## src/rtl/fetch_ctrl_if.sv

```systemverilog
// Instruction-memory request/response and fetch-to-decode handshake bundle.
// master is the fetch controller; slave is the memory/decode side.
interface fetch_ctrl_if;
   logic        imem_req;
   logic [63:0] imem_addr;
   logic        imem_ack;
   logic [31:0] imem_rdata;
   logic        imem_err;
   logic        if_valid;
   logic        if_ready;
   logic [31:0] if_instr;
   logic [63:0] if_pc;

   modport master (
      output imem_req, imem_addr, if_valid, if_instr, if_pc,
      input  imem_ack, imem_rdata, imem_err, if_ready
   );

   modport slave (
      input  imem_req, imem_addr, if_valid, if_instr, if_pc,
      output imem_ack, imem_rdata, imem_err, if_ready
   );
endinterface

```

## src/rtl/fetch_ctrl.sv

```systemverilog
// Instruction fetch controller: one outstanding imem request, single-entry instruction
// buffer, redirect handling with kill of in-flight responses, and a sticky fault state.
module fetch_ctrl #(
   parameter int unsigned TIMEOUT_CYCLES = 16
) (
   input  logic                clk,
   input  logic                reset,
   input  logic [63:0]         pc,
   output logic [63:0]         pc_next,
   output logic                pc_write_enable,
   input  logic                redirect_valid,
   input  logic [63:0]         redirect_target,
   input  logic                stall,
   output logic                fetch_fault,
   fetch_ctrl_if.master        bus
);

   localparam int unsigned CntW = $clog2(TIMEOUT_CYCLES + 1);

   typedef enum logic [1:0] {StIdle, StReq, StHold, StFault} state_e;

   state_e            state_q;
   logic              kill_q;
   logic [CntW-1:0]   wait_cnt_q;
   logic [63:0]       imem_addr_q;
   logic [31:0]       if_instr_q;
   logic [63:0]       if_pc_q;

   logic              active;
   logic              redirect_ok;
   logic              redirect_bad;
   logic              ack_good;
   logic              handshake;
   logic [CntW-1:0]   wait_cnt_inc;
   logic              timeout;

   assign active       = (state_q != StFault);
   assign redirect_ok  = active && redirect_valid && (redirect_target[1:0] == 2'b00);
   assign redirect_bad = active && redirect_valid && (|redirect_target[1:0]);
   assign ack_good     = (state_q == StReq) && bus.imem_ack && !kill_q && !bus.imem_err;

   // Saturate so a long run of redirect-killed cycles cannot wrap the counter.
   assign wait_cnt_inc = (wait_cnt_q == CntW'(TIMEOUT_CYCLES)) ? wait_cnt_q
                                                               : wait_cnt_q + CntW'(1);
   assign timeout      = (wait_cnt_inc >= CntW'(TIMEOUT_CYCLES));

   always_comb begin
      pc_write_enable = 1'b0;
      pc_next         = pc;
      if (redirect_ok) begin
         pc_write_enable = 1'b1;
         pc_next         = redirect_target;
      end else if (ack_good && !redirect_valid) begin
         pc_write_enable = 1'b1;
         pc_next         = pc + 64'd4;
      end
   end

   assign bus.imem_req  = (state_q == StReq);
   assign bus.imem_addr = imem_addr_q;
   assign bus.if_valid  = (state_q == StHold) && !redirect_valid;
   assign bus.if_instr  = if_instr_q;
   assign bus.if_pc     = if_pc_q;
   assign fetch_fault   = (state_q == StFault);

   assign handshake = bus.if_valid && bus.if_ready && !stall;

   always_ff @(posedge clk or posedge reset) begin
      if (reset) begin
         state_q     <= StIdle;
         kill_q      <= 1'b0;
         wait_cnt_q  <= '0;
         imem_addr_q <= '0;
         if_instr_q  <= '0;
         if_pc_q     <= '0;
      end else begin
         case (state_q)
            StIdle: begin
               if (redirect_bad) begin
                  state_q <= StFault;
               end else begin
                  state_q     <= StReq;
                  imem_addr_q <= redirect_ok ? redirect_target : pc;
                  kill_q      <= 1'b0;
                  wait_cnt_q  <= '0;
               end
            end
            StReq: begin
               if (redirect_bad) begin
                  state_q <= StFault;
               end else if (redirect_ok) begin
                  if (bus.imem_ack) begin
                     imem_addr_q <= redirect_target;
                     kill_q      <= 1'b0;
                     wait_cnt_q  <= '0;
                  end else begin
                     // Address must stay stable; the stale response is dropped on arrival.
                     kill_q     <= 1'b1;
                     wait_cnt_q <= wait_cnt_inc;
                  end
               end else if (bus.imem_ack) begin
                  if (kill_q) begin
                     imem_addr_q <= pc;
                     kill_q      <= 1'b0;
                     wait_cnt_q  <= '0;
                  end else if (bus.imem_err) begin
                     state_q <= StFault;
                  end else begin
                     if_instr_q <= bus.imem_rdata;
                     if_pc_q    <= imem_addr_q;
                     state_q    <= StHold;
                  end
               end else if (timeout) begin
                  state_q <= StFault;
               end else begin
                  wait_cnt_q <= wait_cnt_inc;
               end
            end
            StHold: begin
               if (redirect_bad) begin
                  state_q <= StFault;
               end else if (redirect_ok) begin
                  state_q     <= StReq;
                  imem_addr_q <= redirect_target;
                  kill_q      <= 1'b0;
                  wait_cnt_q  <= '0;
               end else if (handshake) begin
                  state_q     <= StReq;
                  imem_addr_q <= pc;
                  kill_q      <= 1'b0;
                  wait_cnt_q  <= '0;
               end
            end
            StFault: begin
               state_q <= StFault;
            end
            default: begin
               state_q <= StIdle;
            end
         endcase
      end
   end

endmodule
```

## src/flat_wrapper.sv

```systemverilog
// flat-port wrapper written by rule: the top's interface ports become plain ports
module fetch_ctrl_flat 
#(
   parameter int unsigned TIMEOUT_CYCLES = 16
)
  (clk, reset, pc, pc_next, pc_write_enable, redirect_valid, redirect_target, stall, fetch_fault, bus_imem_req, bus_imem_addr, bus_if_valid, bus_if_instr, bus_if_pc, bus_imem_ack, bus_imem_rdata, bus_imem_err, bus_if_ready);
  fetch_ctrl_if bus_i ();
  input  logic clk;
  input  logic reset;
  input  logic [63:0] pc;
  output logic [63:0] pc_next;
  output logic pc_write_enable;
  input  logic redirect_valid;
  input  logic [63:0] redirect_target;
  input  logic stall;
  output logic fetch_fault;
  output wire logic [$bits(bus_i.imem_req)-1:0] bus_imem_req;
  output wire logic [$bits(bus_i.imem_addr)-1:0] bus_imem_addr;
  output wire logic [$bits(bus_i.if_valid)-1:0] bus_if_valid;
  output wire logic [$bits(bus_i.if_instr)-1:0] bus_if_instr;
  output wire logic [$bits(bus_i.if_pc)-1:0] bus_if_pc;
  input wire logic [$bits(bus_i.imem_ack)-1:0] bus_imem_ack;
  input wire logic [$bits(bus_i.imem_rdata)-1:0] bus_imem_rdata;
  input wire logic [$bits(bus_i.imem_err)-1:0] bus_imem_err;
  input wire logic [$bits(bus_i.if_ready)-1:0] bus_if_ready;
  assign bus_imem_req = bus_i.imem_req;
  assign bus_imem_addr = bus_i.imem_addr;
  assign bus_if_valid = bus_i.if_valid;
  assign bus_if_instr = bus_i.if_instr;
  assign bus_if_pc = bus_i.if_pc;
  assign bus_i.imem_ack = bus_imem_ack;
  assign bus_i.imem_rdata = bus_imem_rdata;
  assign bus_i.imem_err = bus_imem_err;
  assign bus_i.if_ready = bus_if_ready;
  fetch_ctrl #(.TIMEOUT_CYCLES(TIMEOUT_CYCLES)) u_core (.clk(clk), .reset(reset), .pc(pc), .pc_next(pc_next), .pc_write_enable(pc_write_enable), .redirect_valid(redirect_valid), .redirect_target(redirect_target), .stall(stall), .fetch_fault(fetch_fault), .bus(bus_i));
endmodule
```

## config.mk

```make
export PLATFORM = sky130hd
export DESIGN_NAME = fetch_ctrl_flat
export DESIGN_NICKNAME = d
export VERILOG_FILES = /design/src/rtl/fetch_ctrl_if.sv /design/src/rtl/fetch_ctrl.sv /design/src/flat_wrapper.sv
export SDC_FILE = /design/constraint.sdc
export NUM_CORES = 1
export LEC_CHECK = 0
export CAP_MARGIN = 20
export CORE_AREA = 10 10 111 213
export CTS_CLUSTER_DIAMETER = 40
export DETAILED_ROUTE_END_ITERATION = 10
export DIE_AREA = 0 0 121 223
export GPL_TIMING_DRIVEN = 0
export PLACE_DENSITY = 0.94
export REMOVE_ABC_BUFFERS = 1
export SLEW_MARGIN = 20
export SYNTH_ARGS = -nofsm -noshare
export SYNTH_HDL_FRONTEND = slang
export SYNTH_SLANG_ARGS = --single-unit
```

## constraint.sdc

```tcl
create_clock -name clk -period 14.8 [get_ports clk]
set_input_delay 2.96 -clock clk [delete_from_list [all_inputs] [get_ports clk]]
set_output_delay 2.96 -clock clk [all_outputs]
set_load 0.05 [all_outputs]
```

# Word-level counts from Yosys, hierarchy flattened
# Cells that the tools add are included.
# word_totals
wordCells	101
ff_bits	168
output_inout_bits	228
inputBits	167
# op_classes
n_lt_le_gt_ge	1
n_reduce_logical	23
bitwise	4
add_sub_neg	2
n_mux	47
n_eq_ne	18
# op_table
cell	count
two-way mux 64 bit	12
one-hot mux 64 bit (3 select lines)	1
adder 64 x 3 -> 64 bit (second input constant)	1
two-way mux 5 bit	11
two-way mux 2 bit	9
one-hot mux 5 bit (3 select lines)	1
AND reduction 7 bit	2
AND reduction 6 bit	2
two-way mux 1 bit	11
logical AND 1 bit	10
!= test 3 x 1 -> 1 bit (second input constant)	3
!= test 2 bit (second input constant)	4
!= test 4 x 1 -> 1 bit (second input constant)	2
one-hot mux 2 bit (4 select lines)	1
adder 5 x 1 -> 5 bit (second input constant)	1
equality test 5 bit (second input constant)	1
>= comparator 5 bit (second input constant)	1
equality test 2 bit (second input constant)	2
zero test 1 bit	4
zero test 2 bit	2
!= test 4 x 2 -> 1 bit (second input constant)	1
!= test 4 x 3 -> 1 bit (second input constant)	1
!= test 4 bit (second input constant)	1
inverter 1 bit	4
other kinds (7)	7

# Longest topological paths before layout
# Gate-level depths: netlist of run 1.
# depth
depth_word	8
depth_mapped	8
depth_no_buf	7

# Worst setup path after synthesis of run 1
# Ideal clock, no wire load.
# synth_timing
path_type	in2out
startpoint	input redirect_valid
endpoint	output pc_next[20]
stages	7
path_slack_ns	6.080
path_buffers	2
t_arrival_ns	5.760
required_time_ns	11.840
cell_sequence	buf_6 > or4b_4 > buf_6 > nor4_1 > nand4_1 > xor2_1 > o21ai_0
# synth_via
elab_chain_len	4
word_cells_on_any_way	6
classes_between	mux (2); reduce/logical (4)
# synth_rtl
element	line	source
start: declaration	flat_wrapper.sv:13	input logic redirect_valid;
zero test 1 bit	fetch_ctrl.sv:53	end else if (ack_good && !redirect_valid) begin
logical AND 1 bit	fetch_ctrl.sv:53	
two-way mux 64 bit	fetch_ctrl.sv:53	
two-way mux 64 bit (*)	fetch_ctrl.sv:50	if (redirect_ok) begin
end: declaration	flat_wrapper.sv:11	output logic [63:0] pc_next;
# Mark *: on every way between the ends. The rest lies on a longest branch, timed or not.

# Final worst setup path of run 1
# layout_timing
startpoint	input redirect_valid
endpoint	output pc_next[63]
# The elaborated chain is that of the path after synthesis.

==> results of run 1 <==
==> per-stage QoR <==
| step | cells | util, % | instance area [µm²] |
|---|---|---|---|
| floorplan | 1092 | - | 9040 |
| detailed placement | 1766 | 67.7 | 13700 |
| finish | 1803 | 70.8 | 14300 |
| CTS | 1797 | 70.7 | 14300 |
| global placement | 1752 | 65.7 | 13300 |
| global route | 1803 | 70.8 | 14300 |
==> report_power, final <==
group / switching, mW / internal, mW / leakage [nW] / total [mW]
clock network: 0.195 / 0.279 / 0.296 / 0.474
logic: 0.150 / 0.0963 / 4.10 / 0.246
registers: 0.0111 / 0.472 / 2.28 / 0.483
==> layer usage <==
layer / global-route usage (%) / wire length [µm] / vias to the layer above
met2: 50.5 / 20800 / 573
met3: 7.13 / 3160 / 146
met5: 0 / 12 / -
met1: 30.7 / 13900 / 4940
li1: - / - / 4695
met4: 19.6 / 2800 / 2
==> layout make-up <==
class / instances / area [µm²] / area share (%)
repair buffers: 408 / 4270 / 29.8
flip-flops and latches: 168 / 4200 / 29.3
diodes: 6 / 15.0 / 0.105
clock buffers: 21 / 470 / 3.28
inverters: 17 / 71.3 / 0.497
clock inverters: 10 / 141 / 0.986
well taps: 266 / 333 / 2.32
multi-input cells: 907 / 4840 / 33.7
==> flip-flops by register name, indices dropped and copies added (netlist names) <==
| register | count |
|---|---|
| u_core.kill_q | 1 |
| u_core.bus.if_pc | 64 |
| u_core.bus.if_instr | 32 |
| u_core.state_q | 2 |
| u_core.bus.imem_addr | 64 |
| u_core.wait_cnt_q | 5 |
==> worst max path at each step <==
stage,start,to,slack [ps],cells past startpoint
2_1_floorplan,redirect_valid,pc_next[6],3840,5
3_3_place_gp,redirect_valid,pc_next[8],600,7
3_5_place_dp,redirect_valid,pc_next[63],4350,7
4_1_cts,redirect_valid,pc_next[63],4320,7
5_1_grt,redirect_valid,pc_next[63],4150,7
6_report,redirect_valid,pc_next[63],4340,7
==> layout by cell type (no fill, tap or decap), drive strengths merged, types with 5 or more instances in the layout <==
cell type / instances
nand2: 420
a21o: 30
nor4: 16
a22oi: 6
and2: 29
xnor2: 10
clkdlybuf4s50: 394
o31ai: 7
clkbuf: 21
dfrtp: 168
nand4: 24
inv: 19
mux2: 6
buf: 14
nor2: 26
a21oi: 58
or3: 5
and3: 18
diode: 6
and4: 12
nor3: 28
a31oi: 17
or4: 5
o21ai: 67
nand3: 34
xor2: 16
mux2i: 27
==> cells by family after synthesis <==
kind of cell | share of synthesized area, %
AO/OA/AOI/OAI | 13.4
XOR/XNOR | 2.44
adder cells (fa/ha/maj) | 0.402
buffers and inverters | 3.77
flip-flops | 45.1
multiplexers | 3.62
AND/OR/NAND/NOR | 31.3
==> worst register-to-register path, delay by kind of cell, from the launching register on <==
family          cells  cell delay (ps)
flops               1              480
buf+inv             1              270
compound gates      2              680
simple gates        3             1260
==> metrics.yaml, run 1 <==
status: "complete, no violations"
worst_hold_slack_ps: 474
leakage_nw: 6.67
post_cts_buffers: 0
start_kind: "primary input"
cp_cell_sequence: "clkdlybuf4s50_1 > or4b_4 > nor4_4 > nand4_1 > mux2_2 > nand2_1 > clkdlybuf4s50_1"
synth_area_mm2: 0.00933
grt_pass1_vias: 10500
hold_start: "u_core.bus.if_instr[20]$_DFFE_PP0P_"
worst-path-buf-inv: 2
relSlewSlack_pct: 36.5
critical_path.slowest_cell: "clkdlybuf4s50_1"
clk_latency_ps: 450
fp.dieH_um: 223
finalSetupViolCount: 0
min_to: "u_core.bus.if_instr[20]$_DFFE_PP0P_"
synthFlopType: "dfrtp_1"
hold_depth: 2
route.detailed.drc: 0
cts-root-buf: "clkbuf_16"
worstMarginPinSlew_ps: 944
grt_pass1_wl_um: 61500
cp_slowest_stage_delay_ps: 900
setup_ws_ps: 4340
netlist_top_cells_count: "nand2_1 (420), dfrtp_1 (168), o21ai_0 (64)"
worst_path_dominant_cell_family: "simple AND/OR/NAND/NOR gates"
clk_path_buf_depth: 2
yosys_warnings: 0
die_w_um: 121
r2r_slack_ps: 12010
synth_cell_types: 61
arrival_ps: 7500
drt_pass1_iterations: 5
hold_buffers: 0
post-synth-top-count-cell: "nand2_1"
yosys-top-cells-area: "dfrtp_1 (45%), nand2_1 (17%), o21ai_0 (3.4%)"
post_cts_resized: 0
pre_cts_ws_ps: 4350
crit_fanout: 19
fill_cells: 1439
cts_htree_levels: 4
ir_drop_mv: 0.0928
synthCells: 1163
drt_iter0_drc: 943
yosysSeqAreaShare_pct: 45.1
finalHoldViolCount: 0
cts_buffers: 17
vias_per_cell: 5.74
ys_ff_latch: 168
synth_edf_count: 0
finalCritPeriodShare_pct: 70.7
coreArea_mm2: 0.0203
power_density_mw_per_mm2: 83.9
cts_tree: "yes"
rr_endpoint: "u_core.wait_cnt_q[0]$_DFFE_PP0P_"
dieArea_mm2: 0.0270
endpoint_kind: "output pin"
yosysTopAreaCellShare_pct: 45.1
grt_max_degree: 95
rr_startpoint: "u_core.state_q[1]$_DFFE_PP0P_"
dp_hpwl_um: 31200
grt_use_total_pct: 29.4
portBuffers: 394
ant_nets: 0
drive_gt1_share_pct: 4.70
place_congestion: 0.933
fin_crit_ps: 10460
async_flop_share_pct: 100
worstHoldPathType: "reg2reg"
cts.clk_slew.worst_paths_ps: 60
areaGrowthSynthToFinish_pct: 53.8
crit_top_cell: "clkdlybuf4s50_1"
io_pins: 395
fin_setup_tns_ps: 0
crit_type: "in2out"
layout.nets: 1689
vias: 10400
skew_ps: 10.5
maxCapViolations: 0
crit_required_ps: 11840
antenna_found_initial: 7
fp-row-count: 74
syn_area_per_cell_um2: 8.02
synth_area_leader_cell: "dfrtp_1"
wl_per_cell_um: 22.6
cts_num_sinks: 168
total_power_mw: 1.20
reg2reg_depth: 6
initial_utilization_pct: 46.0
rsz0062_at_grt: "false"
fmax_ghz: 0.0956
maxSlewViolCount: 0
grt_remaining_overflow: 0
drt-total-wl_um: 40700
No activity file was read; power rests on OpenSTA's default activity.
==> run 2: changes to the inputs <==
--- a/config.mk
+++ b/config.mk
@@ -6,12 +6,12 @@
 export NUM_CORES = 1
 export LEC_CHECK = 0
 export CAP_MARGIN = 20
-export CORE_AREA = 10 10 111 213
+export CORE_AREA = 10 10 121 232
 export CTS_CLUSTER_DIAMETER = 40
 export DETAILED_ROUTE_END_ITERATION = 10
-export DIE_AREA = 0 0 121 223
+export DIE_AREA = 0 0 131 242
 export GPL_TIMING_DRIVEN = 0
-export PLACE_DENSITY = 0.94
+export PLACE_DENSITY = 0.84
 export REMOVE_ABC_BUFFERS = 1
 export SLEW_MARGIN = 20
 export SYNTH_ARGS = -nofsm -noshare
==> constraint.sdc (replaced) <==
create_clock -name clk -period 8.9 [get_ports clk]
set_input_delay 1.78 -clock clk [delete_from_list [all_inputs] [get_ports clk]]
set_output_delay 1.78 -clock clk [all_outputs]
set_load 0.05 [all_outputs]
==> metrics.yaml, run 2 (synthesis results as in run 1) <==
status: "complete, no violations"  # unchanged
fp.dieH_um: 242  # was 223 µm
fill_cells: 2108  # was 1439
cts_num_sinks: 168  # unchanged
fmax_ghz: 0.124
finalCritPeriodShare_pct: 90.9
finalHoldViolCount: 0  # unchanged
worst_hold_slack_ps: 472  # was 474 ps
vias_per_cell: 5.40  # was 5.74
cts_buffers: 17  # unchanged
cts.clk_slew.worst_paths_ps: 70  # was 60 ps
areaGrowthSynthToFinish_pct: 54.1  # was 53.8%
worstMarginPinSlew_ps: 976  # was 944 ps
grt_remaining_overflow: 0  # unchanged
relSlewSlack_pct: 34.3  # was 36.5%
setup_ws_ps: 806  # was 4340 ps
hold_buffers: 0  # unchanged
dp.cells: 1831  # was 1766
fin_cells: 1869  # was 1803
fp-row-count: 81  # was 74
finalSetupViolCount: 0  # unchanged
grt_use_total_pct: 24.7  # was 29.4%
maxSlewViolCount: 0  # unchanged
drt_iter0_drc: 612  # was 943
start_kind: "primary input"  # unchanged
crit_fanout: 19  # unchanged
dieArea_mm2: 0.0317  # was 0.0270 mm²
clk_latency_ps: 440  # was 450 ps
final_common_cell: "nand2_1"  # unchanged
coreArea_mm2: 0.0244  # was 0.0203 mm²
antenna_found_initial: 5  # was 7
grt_pass1_wl_um: 59800  # was 61500 µm
leakage_nw: 6.64  # was 6.67 nW
endpoint_kind: "output pin"  # unchanged
fin_util_pct: 58.8  # was 70.8%
ir_drop_mv: 0.123  # was 0.0928 mV
multi_input_comb_area_mm2: 0.00484  # unchanged
ant_nets: 0  # unchanged
fin_setup_tns_ps: 0  # unchanged
rsz0062_at_grt: "false"  # unchanged
arrival_ps: 6310  # was 7500 ps
regArea_mm2: 0.00420  # unchanged
portBuffers: 394  # unchanged
power_density_mw_per_mm2: 135  # was 83.9 mW/mm²
post_cts_resized: 0  # unchanged
worstHoldPathType: "reg2reg"  # unchanged
place_congestion: 0.884  # was 0.933
layout.nets: 1688  # was 1689
finish.instance_area_mm2: 0.0144  # was 0.0143 mm²
grt_max_degree: 91  # was 95
drt_pass1_iterations: 7  # was 5
placed_cell_area_mm2: 0.0138  # was 0.0137 mm²
grt_pass1_vias: 10000  # was 10500
fin_crit_ps: 8090
die_w_um: 131  # was 121 µm
route.detailed.drc: 0  # unchanged
dp_hpwl_um: 31000  # was 31200 µm
crit_type: "in2out"  # unchanged
drt-total-wl_um: 39600  # was 40700 µm
clk_path_buf_depth: 2  # unchanged
drive_gt1_share_pct: 4.70  # unchanged
mostFrequentLayoutCells: "nand2_1 (418), clkdlybuf4s50_1 (394), dfrtp_1 (168)"  # unchanged
vias: 10100  # was 10400
post_cts_buffers: 0  # unchanged
cts_tree: "yes"  # unchanged
total_power_mw: 1.95  # was 1.20 mW
wl_per_cell_um: 21.2  # was 22.6 µm
cts_htree_levels: 4  # unchanged
initial_utilization_pct: 38.2  # was 46.0%
io_pins: 395  # unchanged
cts-root-buf: "clkbuf_16"  # unchanged
crit_required_ps: 7120  # was 11840 ps
skew_ps: 6.33  # was 10.5 ps
maxCapViolations: 0  # unchanged
pre_cts_ws_ps: 790  # was 4350 ps
==> run 2: power by group <==
group / switching, mW / total (mW) / internal [mW]
Combinational: 0.247 / 0.407 / 0.160
Sequential: 0.0168 / 0.802 / 0.785
Clock: 0.334 / 0.738 / 0.404
Total: 0.598 / 1.95 / 1.35
==> run 2: worst paths after layout <==
path                                                  startpoint  slack, ps                              endpoint  cells after the start
worst max register to register     u_core.state_q[1]$_DFFE_PP0P_       6150  u_core.bus.imem_addr[35]$_DFFE_PP0P_                      8
max in group asynchronous                                  reset       6230  u_core.bus.imem_addr[60]$_DFFE_PP0P_                      3
worst max-delay path                              redirect_valid        810                           pc_next[63]                      7
worst min register to register  u_core.bus.if_pc[29]$_DFFE_PP0P_        470      u_core.bus.if_pc[29]$_DFFE_PP0P_                      2
min in group asynchronous                                  reset       1780   u_core.bus.if_instr[27]$_DFFE_PP0P_                      2
worst min-delay path            u_core.bus.if_pc[29]$_DFFE_PP0P_        470      u_core.bus.if_pc[29]$_DFFE_PP0P_                      2
==> run 2: area by class of cell <==
cell class / instances / share of cell area, %
Multi-Input combinational cell: 907 / 33.7
Timing Repair Buffer: 407 / 29.6
Sequential cell: 168 / 29.3
Clock buffer: 20 / 3.18
Tap cell: 332 / 2.89
Clock inverter: 12 / 0.801
Inverter: 17 / 0.496
Antenna cell: 6 / 0.104
==> run 2: critical path, cell delays in order <==
cell and delay, ps:
clkdlybuf4s50_1 870, or4b_4 830, nor4_4 730, nand4_1 700
mux2_2 490, nand2_1 60, clkdlybuf4s50_1 830
==> run 2: per-layer routing <==
metal | vias to the layer above | GRT usage (%) | share of wire [%]
met3 | 104 | 5.39 | 6.4
met5 | - | 0 | 0
li1 | 4715 | - | -
met1 | 4866 | 26.0 | 35
met4 | 0 | 14.1 | 5.6
met2 | 411 | 43.4 | 53
==> run 3: changes to the inputs <==
--- a/config.mk
+++ b/config.mk
@@ -6,12 +6,14 @@
 export NUM_CORES = 1
 export LEC_CHECK = 0
 export CAP_MARGIN = 20
-export CORE_AREA = 10 10 121 232
+export CELL_PAD_IN_SITES_DETAIL_PLACEMENT = 0
+export CELL_PAD_IN_SITES_GLOBAL_PLACEMENT = 1
+export CORE_AREA = 10 10 134 259
 export CTS_CLUSTER_DIAMETER = 40
 export DETAILED_ROUTE_END_ITERATION = 10
-export DIE_AREA = 0 0 131 242
+export DIE_AREA = 0 0 144 269
 export GPL_TIMING_DRIVEN = 0
-export PLACE_DENSITY = 0.84
+export PLACE_DENSITY = 0.89
 export REMOVE_ABC_BUFFERS = 1
 export SLEW_MARGIN = 20
 export SYNTH_ARGS = -nofsm -noshare
==> constraint.sdc (replaced) <==
create_clock -name clk -period 9.2 [get_ports clk]
set_input_delay 1.84 -clock clk [delete_from_list [all_inputs] [get_ports clk]]
set_output_delay 1.84 -clock clk [all_outputs]
set_load 0.05 [all_outputs]
==> metrics.yaml, run 3 (synthesis results as in run 1) <==
status: "complete, no violations"  # unchanged
grt_pass1_wl_um: 60300  # was 59800 µm
ant_nets: 0  # unchanged
io_pins: 395  # unchanged
reg2reg_depth: 8  # unchanged
hold_depth: 2  # unchanged
vias: 9773  # was 10100
grt_max_degree: 71  # was 91
finalCritPeriodShare_pct: 88.9
post_cts_buffers: 0  # unchanged
clk_latency_ps: 460  # was 440 ps
drive_gt1_share_pct: 4.89  # was 4.70%
grt_use_total_pct: 20.5  # was 24.7%
finalSetupViolCount: 0  # unchanged
fin_setup_tns_ps: 0  # unchanged
drt-total-wl_um: 40900  # was 39600 µm
worstHoldPathType: "reg2reg"  # unchanged
r2r_slack_ps: 6570  # was 6150 ps
areaGrowthSynthToFinish_pct: 55.2  # was 54.1%
wl_per_cell_um: 21.5  # was 21.2 µm
rr_startpoint: "u_core.state_q[1]$_DFFE_PP0P_"  # unchanged
route.detailed.drc: 0  # unchanged
portBuffers: 394  # unchanged
dp_hpwl_um: 32300  # was 31000 µm
clk_path_buf_depth: 2  # unchanged
initial_utilization_pct: 30.5  # was 38.2%
post_cts_resized: 0  # unchanged
cts_num_sinks: 168  # unchanged
vias_per_cell: 5.13  # was 5.40
final_common_cell: "nand2_1"  # unchanged
leakage_nw: 6.67  # was 6.64 nW
fp-row-count: 91  # was 81
drt_iter0_drc: 454  # was 612
total_power_mw: 1.91  # was 1.95 mW
drt_pass1_iterations: 5  # was 7
cts_buffers: 17  # unchanged
antenna_cells: 0  # was 6
place_congestion: 0.823  # was 0.884
maxCapViolations: 0  # unchanged
grt_pass1_vias: 9646  # was 10000
die_w_um: 144  # was 131 µm
maxSlewViolCount: 0  # unchanged
crit_fanout: 19  # unchanged
cts-root-buf: "clkbuf_16"  # unchanged
finalHoldViolCount: 0  # unchanged
endpoint_kind: "output pin"  # unchanged
hold_buffers: 0  # unchanged
rsz0062_at_grt: "false"  # unchanged
mostFrequentLayoutCells: "nand2_1 (418), clkdlybuf4s50_1 (394), dfrtp_1 (168)"  # unchanged
fp.dieH_um: 269  # was 242 µm
rr_endpoint: "u_core.bus.imem_addr[37]$_DFFE_PP0P_"  # was u_core.bus.imem_addr[35]$_DFFE_PP0P_
fmax_ghz: 0.122
crit_type: "in2out"  # unchanged
power_density_mw_per_mm2: 132  # was 135 mW/mm²
coreArea_mm2: 0.0306  # was 0.0244 mm²
grt_remaining_overflow: 0  # unchanged
dp.cells: 1874  # was 1831
arrival_ps: 6340  # was 6310 ps
cts_tree: "yes"  # unchanged
worstMarginPinSlew_ps: 1010  # was 976 ps
min_to: "u_core.bus.if_pc[15]$_DFFE_PP0P_"  # was u_core.bus.if_pc[29]$_DFFE_PP0P_
fin_cells: 1906  # was 1869
start_kind: "primary input"  # unchanged
hold_start: "u_core.bus.if_pc[15]$_DFFE_PP0P_"  # was u_core.bus.if_pc[29]$_DFFE_PP0P_
dieArea_mm2: 0.0387  # was 0.0317 mm²
cts.clk_slew.worst_paths_ps: 70  # about the same
antenna_found_initial: 3  # was 5
relSlewSlack_pct: 32.2  # was 34.3%
crit_required_ps: 7360  # was 7120 ps
cts_htree_levels: 4  # unchanged
worst_hold_slack_ps: 472  # about the same
fin_crit_ps: 8180
fin_util_pct: 47.3  # was 58.8%
layout.nets: 1691  # was 1688
ir_drop_mv: 0.135  # was 0.123 mV
skew_ps: 9.58  # was 6.33 ps
==> run 3: per-layer routing <==
metal / routed length, µm / track usage [%] / up-vias
met5: 37 / 0 / -
met4: 709 / 5.66 / 6
met3: 5640 / 10.4 / 40
met2: 18800 / 33.1 / 447
met1: 15800 / 23.2 / 4573
li1: - / - / 4707
==> run 3: worst max-delay path, cell delays in order <==
cell and delay (ps):
clkdlybuf4s50_1 880, or4b_4 840, nor4_1 430, nand4_1 620
or4_1 680, a31oi_1 170, clkdlybuf4s50_1 870
==> run 3: through the flow <==
stage	cell area, µm²	worst slack [ps]
2_1_floorplan	9040	480
3_3_place_gp	13400	-3650
3_5_place_dp	13900	964
4_1_cts	14500	964
5_1_grt	14500	771
6_report	14500	1020
==> run 3: final cells by class <==
class / instances / area (µm²)
fill: 2955 / 16200
multi-input combinational: 907 / 4840
timing repair buffer: 410 / 4310
sequential: 168 / 4200
tap: 372 / 465
clock buffer: 18 / 429
clock inverter: 14 / 161
inverter: 17 / 71.3
==> run 3: worst max-delay path by stage <==
stage / slack (ps) / to / startpoint / cells past startpoint
after floorplan: 480 / pc_next[6] / redirect_valid / 5
after global placement: -3650 / pc_next[3] / redirect_valid / 6
after CTS: 960 / pc_next[63] / redirect_valid / 7
final: 1020 / pc_next[42] / redirect_valid / 7
after detailed placement: 960 / pc_next[63] / redirect_valid / 7
after global routing: 770 / pc_next[63] / redirect_valid / 7
==> run 3: report_power, final <==
part | leakage, nW | switching (mW) | internal, mW | total, mW
clock | 0.284 | 0.335 | 0.406 | 0.741
sequential | 2.28 | 0.0172 | 0.759 | 0.777
combinational | 4.11 | 0.240 | 0.156 | 0.396
total | 6.67 | 0.592 | 1.32 | 1.91
